==> config.mk <==
export PLATFORM = sky130hd
export DESIGN_NAME = seq_shifter_flat
export DESIGN_NICKNAME = d
export VERILOG_FILES = /design/src/rtl/seq_shifter_if.sv /design/src/rtl/seq_shifter.sv /design/src/flat_wrapper.sv
export SDC_FILE = /design/constraint.sdc
export NUM_CORES = 1
export LEC_CHECK = 0
export CAP_MARGIN = 20
export CORE_MARGIN = 3
export CORE_UTILIZATION = 40
export CTS_CLUSTER_SIZE = 12
export DETAILED_ROUTE_END_ITERATION = 8
export GPL_TIMING_DRIVEN = 0
export HOLD_SLACK_MARGIN = 0.03
export PLACE_DENSITY = 0.69
export SLEW_MARGIN = 10
export SYNTH_ARGS = -nofsm -noshare
export SYNTH_HDL_FRONTEND = slang
export SYNTH_SLANG_ARGS = --single-unit
==> constraint.sdc <==
create_clock -name clk -period 3.2 [get_ports clk]
set_clock_uncertainty 0.1 [all_clocks]
set_input_delay 0.48 -clock clk [delete_from_list [all_inputs] [get_ports clk]]
set_output_delay 0.48 -clock clk [all_outputs]
set_load 0.01 [all_outputs]
==> src/rtl/seq_shifter_if.sv <==
// Handshake and data bundle for seq_shifter: request side (in_*),
// result side (out_*) and the busy status flag.
interface seq_shifter_if #(
    parameter int WIDTH = 32,
    parameter int SHW   = $clog2(WIDTH)
);
    logic             in_valid;
    logic             in_ready;
    logic [WIDTH-1:0] in_data;
    logic [SHW-1:0]   in_shamt;
    logic [1:0]       in_mode;
    logic             out_valid;
    logic             out_ready;
    logic [WIDTH-1:0] out_data;
    logic             busy;

    modport master (
        output in_valid, in_data, in_shamt, in_mode, out_ready,
        input  in_ready, out_valid, out_data, busy
    );

    modport slave (
        input  in_valid, in_data, in_shamt, in_mode, out_ready,
        output in_ready, out_valid, out_data, busy
    );
endinterface

==> src/rtl/seq_shifter.sv <==
// Multi-cycle shifter: SLL/SRL/SRA (and ROR when SEQ_SHIFTER_ROTATE_EN is
// defined) applied STEP bits per clock, valid/ready on both sides.
module seq_shifter #(
    parameter int WIDTH = 32,
    parameter int STEP  = 1,
    parameter int SHW   = $clog2(WIDTH)
) (
    input logic          clk,
    input logic          rst_n,
    seq_shifter_if.slave bus
);
    typedef enum logic [1:0] {IDLE, BUSY, DONE} state_t;

    localparam logic [SHW:0] LP_STEP = (SHW+1)'(STEP);
`ifdef SEQ_SHIFTER_ROTATE_EN
    localparam logic [SHW:0] LP_W = (SHW+1)'(WIDTH);
`endif

    state_t           r_state, w_state_nxt;
    logic [WIDTH-1:0] r_acc, w_shifted;
    logic [SHW:0]     r_rem, w_k, w_rem_nxt;
    logic [1:0]       r_mode;
    logic             w_accept;
`ifdef SEQ_SHIFTER_ROTATE_EN
    logic [SHW:0]     w_rk;
`endif

    // Last step may be shorter than STEP when the amount is not a multiple.
    always_comb begin
        w_k       = (r_rem < LP_STEP) ? r_rem : LP_STEP;
        w_rem_nxt = r_rem - w_k;
    end

`ifdef SEQ_SHIFTER_ROTATE_EN
    assign w_rk = LP_W - w_k;
`endif

    always_comb begin
        w_shifted = r_acc;
        case (r_mode)
            2'b01: w_shifted = r_acc >> w_k;
            2'b10: w_shifted = $signed(r_acc) >>> w_k;
`ifdef SEQ_SHIFTER_ROTATE_EN
            2'b11: w_shifted = (r_acc >> w_k) | (r_acc << w_rk);
`else
            2'b11: w_shifted = r_acc << w_k;
`endif
            default: w_shifted = r_acc << w_k;
        endcase
    end

    assign w_accept = (r_state == IDLE) && bus.in_valid;

    always_ff @(posedge clk or negedge rst_n) begin
        if (!rst_n) begin
            r_state <= IDLE;
        end else begin
            r_state <= w_state_nxt;
        end
    end

    always_comb begin
        w_state_nxt   = r_state;
        bus.in_ready  = 1'b0;
        bus.out_valid = 1'b0;
        bus.busy      = 1'b1;
        case (r_state)
            IDLE: begin
                bus.in_ready = 1'b1;
                bus.busy     = 1'b0;
                if (bus.in_valid) begin
                    w_state_nxt = (bus.in_shamt == '0) ? DONE : BUSY;
                end
            end
            BUSY: begin
                if (w_rem_nxt == '0) begin
                    w_state_nxt = DONE;
                end
            end
            DONE: begin
                bus.out_valid = 1'b1;
                if (bus.out_ready) begin
                    w_state_nxt = IDLE;
                end
            end
            default: w_state_nxt = IDLE;
        endcase
    end

    always_ff @(posedge clk or negedge rst_n) begin
        if (!rst_n) begin
            r_acc  <= '0;
            r_rem  <= '0;
            r_mode <= '0;
        end else if (w_accept) begin
            r_acc  <= bus.in_data;
            r_rem  <= {1'b0, bus.in_shamt};
            r_mode <= bus.in_mode;
        end else if (r_state == BUSY) begin
            r_acc  <= w_shifted;
            r_rem  <= w_rem_nxt;
        end
    end

    assign bus.out_data = r_acc;
endmodule
==> src/flat_wrapper.sv <==
// flat-port wrapper written by rule: the top's interface ports become plain ports
module seq_shifter_flat 
#(
    parameter int WIDTH = 32,
    parameter int STEP  = 1,
    parameter int SHW   = $clog2(WIDTH)
)
  (clk, rst_n, bus_in_valid, bus_in_data, bus_in_shamt, bus_in_mode, bus_out_ready, bus_in_ready, bus_out_valid, bus_out_data, bus_busy);
  seq_shifter_if #(.WIDTH(WIDTH), .SHW(SHW)) bus_i ();
  input logic clk;
  input logic rst_n;
  input wire logic [$bits(bus_i.in_valid)-1:0] bus_in_valid;
  input wire logic [$bits(bus_i.in_data)-1:0] bus_in_data;
  input wire logic [$bits(bus_i.in_shamt)-1:0] bus_in_shamt;
  input wire logic [$bits(bus_i.in_mode)-1:0] bus_in_mode;
  input wire logic [$bits(bus_i.out_ready)-1:0] bus_out_ready;
  output wire logic [$bits(bus_i.in_ready)-1:0] bus_in_ready;
  output wire logic [$bits(bus_i.out_valid)-1:0] bus_out_valid;
  output wire logic [$bits(bus_i.out_data)-1:0] bus_out_data;
  output wire logic [$bits(bus_i.busy)-1:0] bus_busy;
  assign bus_i.in_valid = bus_in_valid;
  assign bus_i.in_data = bus_in_data;
  assign bus_i.in_shamt = bus_in_shamt;
  assign bus_i.in_mode = bus_in_mode;
  assign bus_i.out_ready = bus_out_ready;
  assign bus_in_ready = bus_i.in_ready;
  assign bus_out_valid = bus_i.out_valid;
  assign bus_out_data = bus_i.out_data;
  assign bus_busy = bus_i.busy;
  seq_shifter #(.WIDTH(WIDTH), .STEP(STEP), .SHW(SHW)) u_core (.clk(clk), .rst_n(rst_n), .bus(bus_i));
endmodule
[Yosys cells after proc, flatten, opt, wreduce, memory -nomap -nowiden]
Cells that the tools add are included.
Word-level totals
  register bits after elaboration: 42
  latch bits: 0
  bits in writable memories: 0
  memory bits (read-only): 0
  bits of input ports: 43
  memories kept: 0
Cells by class
  add/subtract/negate cells: 1
  multiply operators: 0
  div/mod/pow operators: 0
  magnitude comparators: 1
  eq/ne operators: 7
  shifts and indexed selects: 3
  multiplexer cells: 14
  bitwise operators: 0
  reduce and logical (&&, ||, !) cells: 6
Operators by type and width (count)
  $mux W32: 2
  $pmux W32 S2: 1
  $shl A32 B6 Y32: 1
  $shr A32 B6 Y32: 1
  $sshr A32 B6 Y32: 1
  $mux W6: 3
  $mux W2: 4
  $logic_not A6 Y1: 1
  $lt A6 B1 Y1 const B: 1
  $pmux W2 S3: 1
  $sub A6 B6 Y6: 1
  $logic_not A5 Y1: 1
  $eq A2 B1 Y1 const B: 2
  $eq A2 B2 Y1 const B: 2
  $ne A2 B2 Y1 const B: 2
  $mux W1: 3
  $reduce_and A3 Y1: 1
  $logic_not A2 Y1: 1
  $ne A2 B1 Y1 const B: 1
  $reduce_bool A2 Y1: 1
  $logic_and A1 B1 Y1: 1

[Depth between registers and ports, before layout]
  depth after elaboration: 6
  gate-level depth with buffers: 11
  mapped depth without buffers: 8

[Least setup slack after synthesis]
OpenSTA, ideal clock, no wires.
  kind: register -> register
  start: reg u_core.r_rem[5]
  end: reg u_core.r_rem[4]
  setup time: 0.124 ns
  arrival: 2.276 ns
  setup slack: 0.700 ns
  stages on the path, launching flop included: 12
  buffers on the path: 3
  clock period less this slack: 2.500 ns
  path through: dfrtp_1 -> clkbuf_1 -> or2_2 -> buf_2 -> nor2_4 -> buf_6 -> or2_2 -> ha_1 -> nor2_1 -> nand2_1 -> o311a_1 -> a211o_1
On the way
  word-level cells in the longest chain between the ends: 5
Ends and longest elaborated chain
  start, declared: RTL line seq_shifter.sv:21  | logic [SHW:0] r_rem, w_k, w_rem_nxt;
  start signal, assigned: RTL line seq_shifter.sv:97  | r_rem <= {1'b0, bus.in_shamt};
  start signal, assigned: RTL line seq_shifter.sv:101  | r_rem <= w_rem_nxt;
  $lt A6 B1 Y1: RTL line seq_shifter.sv:30  | w_k = (r_rem < LP_STEP) ? r_rem : LP_STEP;
  $mux W6: RTL line seq_shifter.sv:30
  $sub A6 B6 Y6: RTL line seq_shifter.sv:31  | w_rem_nxt = r_rem - w_k;
  $mux W6: RTL line seq_shifter.sv:99  | end else if (r_state == BUSY) begin
  $mux W6: RTL line seq_shifter.sv:95  | end else if (w_accept) begin
No other way between the ends. The select of a mux whose other input is x is not followed.
A chain may end at the register's enable or synchronous reset.

[Final worst setup path]
Ends and elaborated chain as after synthesis.

==> summary.md <==
| Metric | Value |
|---|---|
| Outcome | completed |
| Max_cap viols | 0 |
| 1st-pass router iterations | 5 |
| Ant diodes | 0 |
| Post-synthesis sequential area ratio | 0.399 |
| Ranking of synthesized cells by area | dfrtp_1 40%, o21ai_0 8.9%, o32ai_1 5.3% |
| Clock sink count | 42 |
| Crit-path max FO | 10 |
| GRT Residual Overflow | 0 |
| Total Power | 0.00427 W |
| CP arrival | 2.90 ns |
| Htree depth | 2 |
| Port Buf Inserts | 77 |
| Worst EP required | 3.28 ns |
| Post-CTS setup buffers | 0 |
| Synth Cell Area | 2640 µm² |
| Vias per cell | 6.22 |
| Clock buffer count from CTS | 5 |
| Hpwl dp | 6270 µm |
| FMAX | 0.355 GHz |
| CTS tree | built |
| Final min period | 2.82 ns |
| CTS clk-pin slew, worst paths | 0.08 ns |
| CTS resizes | 0 |
| Worst slew pin tran | 0.931 ns |
| Worst Setup Start Kind | register |
| Final Hold Viols | 0 |
| Row cnt | 28 |
| Iteration-0 DRC Markers | 184 |
| GP Congestion | 0.854 |
| Cells after synthesis | 294 |
| Clock buffer depth | 2 |
| Setup_tns | 0 ns |
| Fraction of registers with async set/reset | 1.00 |
| Layout cell share with drive strength beyond 1 | 0.100 |
| Maximum VDD drop | 589 µV |
| Warnings, synthesis | 0 |
| First-pass GRT wire length | 14200 µm |
| Synth unique cells | 49 |
| Crit. End Element | register |
| Floorplan core area | 6170 µm² |
| Pint | 0.00231 W |
| Clock power share | 0.084 |
| Synth top area share | 0.399 |
| RSZ-0062 raised after global routing | no |
| Final Slew Violations | 0 |
| Worst slew margin | 0.376 |
| Initial antenna violation count | 0 |
| WS Path Type | reg -> reg |
| Latest clock arrival within the worst-skew pair | 0.29 ns |
| Period Utilization, post-route | 0.881 |
| Die area | 7600 µm² |
| P per Cell Area | 1190 nW/µm² |
| Placed insts | 447 |
| Die height | 87.2 µm |
| IO Pins | 78 |
| DR WL/cell | 19.0 µm |
| Min-Delay Path Class | in -> async |
| Number of flops mapped to enable cells by yosys | 0 |
| Comb power frac | 0.657 |
| Psw | 0.00197 W |
| Final core occ | 0.585 |
| WL final | 8650 µm |
| Largest area contributor in the synthesized netlist | dfrtp_1 |
| Layout area overhead | 36.8% |
| Nets | 425 |
| Cell leakage power | 1.41 nW |
| # hold bufs at CTS | 0 |
| Syn_nets | 340 |
| CTS root buffer | clkbuf_8 |
| Flops & latches, synth | 42 |
| Ys flop type | dfrtp_1 |
| Initial core utilization | 0.428 |
| Final setup fails | 0 |
| Net Sw Frac | 0.461 |
| DR vias | 2832 |
| GRT Total Usage | 0.235 |
| Vias in the first global route | 2807 |
| Synthesized area per cell | 8.97 µm² |
| Fin cells | 455 |
| Post-route DRC | 0 |
| Largest net degree at the start of global routing | 26 |
| Die X-Extent | 87.2 µm |
| Flop pwr share | 0.259 |
| ANT nets after route | 0 |
==> path summary, 6_finish.rpt <==
check                           slack, ns  cells past startpoint                                  end                           startpoint
min in group clk                     0.43                      2  u_core.bus.out_data[31]$_DFFE_PN0P_  u_core.bus.out_data[31]$_DFFE_PN0P_
worst min-delay path                 0.03                      1  u_core.bus.out_data[19]$_DFFE_PN0P_                                rst_n
max in group asynchronous            2.48                      2          u_core.r_rem[4]$_DFFE_PN0P_                                rst_n
worst max-delay path                 0.38                     11          u_core.r_rem[4]$_DFFE_PN0P_          u_core.r_rem[5]$_DFFE_PN0P_
worst min register to register       0.43                      2  u_core.bus.out_data[31]$_DFFE_PN0P_  u_core.bus.out_data[31]$_DFFE_PN0P_
worst max register to register       0.38                     11          u_core.r_rem[4]$_DFFE_PN0P_          u_core.r_rem[5]$_DFFE_PN0P_
==> power by group through the flow <==
stage | clock network (W) | logic, W | registers (W)
floorplan | 0 | 0.00174 | 0.00112
global placement | 0 | 0.00272 | 0.00111
finish | 0.000361 | 0.00281 | 0.00111
global route | 0.000385 | 0.00307 | 0.00114
CTS | 0.000360 | 0.00279 | 0.00110
detailed placement | 0 | 0.00277 | 0.00111
==> flip-flops by register name, indices dropped and copies added, names as in the netlist <==
name,cells
u_core.bus.out_data,32
u_core.r_mode,2
u_core.r_state,2
u_core.r_rem,6
==> critical path, cell delays in order (launching register included) <==
cell and delay (ns):
dfrtp_1 0.33, clkbuf_1 0.33, or2_2 0.19, buf_2 0.19, nor2_4 0.08, buf_6 0.14, or2_2 0.28, ha_1 0.20
nor2_1 0.18, nand2_1 0.13, o311a_1 0.30, a211o_1 0.27
==> cells in the final DEF (no fill, tap or decap), types with 7 or more instances in the layout <==
master / count
a21oi_1: 9
dfrtp_1: 42
o211ai_1: 9
nand2_1: 25
clkdlybuf4s50_1: 76
nor2_1: 9
o21ai_1: 9
mux2_2: 7
o32ai_1: 16
a31oi_1: 21
clkbuf_1: 18
o21ai_0: 47
a2bb2oi_1: 8
==> synthesized netlist by cell type, types with 7 or more instances <==
| cell | number |
|---|---|
| o21ai_0 | 47 |
| nand2_1 | 25 |
| o21ai_1 | 9 |
| mux2_2 | 7 |
| a31oi_1 | 21 |
| dfrtp_1 | 42 |
| o211ai_1 | 9 |
| a21oi_1 | 9 |
| a2bb2oi_1 | 8 |
| o32ai_1 | 16 |
| nor2_1 | 9 |
| clkbuf_1 | 17 |
==> layer usage <==
metal	GRT usage	wire, µm
met5	0	0
met4	0.0544	67
met3	0.0360	692
met2	0.371	4020
met1	0.341	3870
==> cells by family after synthesis <==
group                    Yosys count  synth area share
AO/OA/AOI/OAI                    151             0.384
AND/OR/NAND/NOR                   56             0.104
flip-flops                        42             0.399
buffers and inverters             34            0.0650
multiplexers                       7            0.0299
adder cells (fa/ha/maj)            3            0.0142
XOR/XNOR                           1           0.00332
==> cell type report <==
class / instances / area (µm²)
Clock inverter: 1 / 5.00
Tap cell: 75 / 93.8
Buffer: 29 / 153
Sequential cell: 42 / 1050
Clock buffer: 7 / 86.3
Timing Repair Buffer: 78 / 786
Multi-Input combinational cell: 218 / 1410
Inverter: 5 / 18.8
Fill cell: 558 / 2560
==> per-stage QoR <==
stage	hold slack, ns	worst slack [ns]	area, µm²
after floorplan	0.0844	0.700	2640
after CTS	0.0347	0.394	3610
after global placement	0.411	0.394	3500
after global routing	0.0492	0.235	3610
after detailed placement	0.349	0.415	3520
final	0.0265	0.381	3610
(Power assumes the default switching activity.)
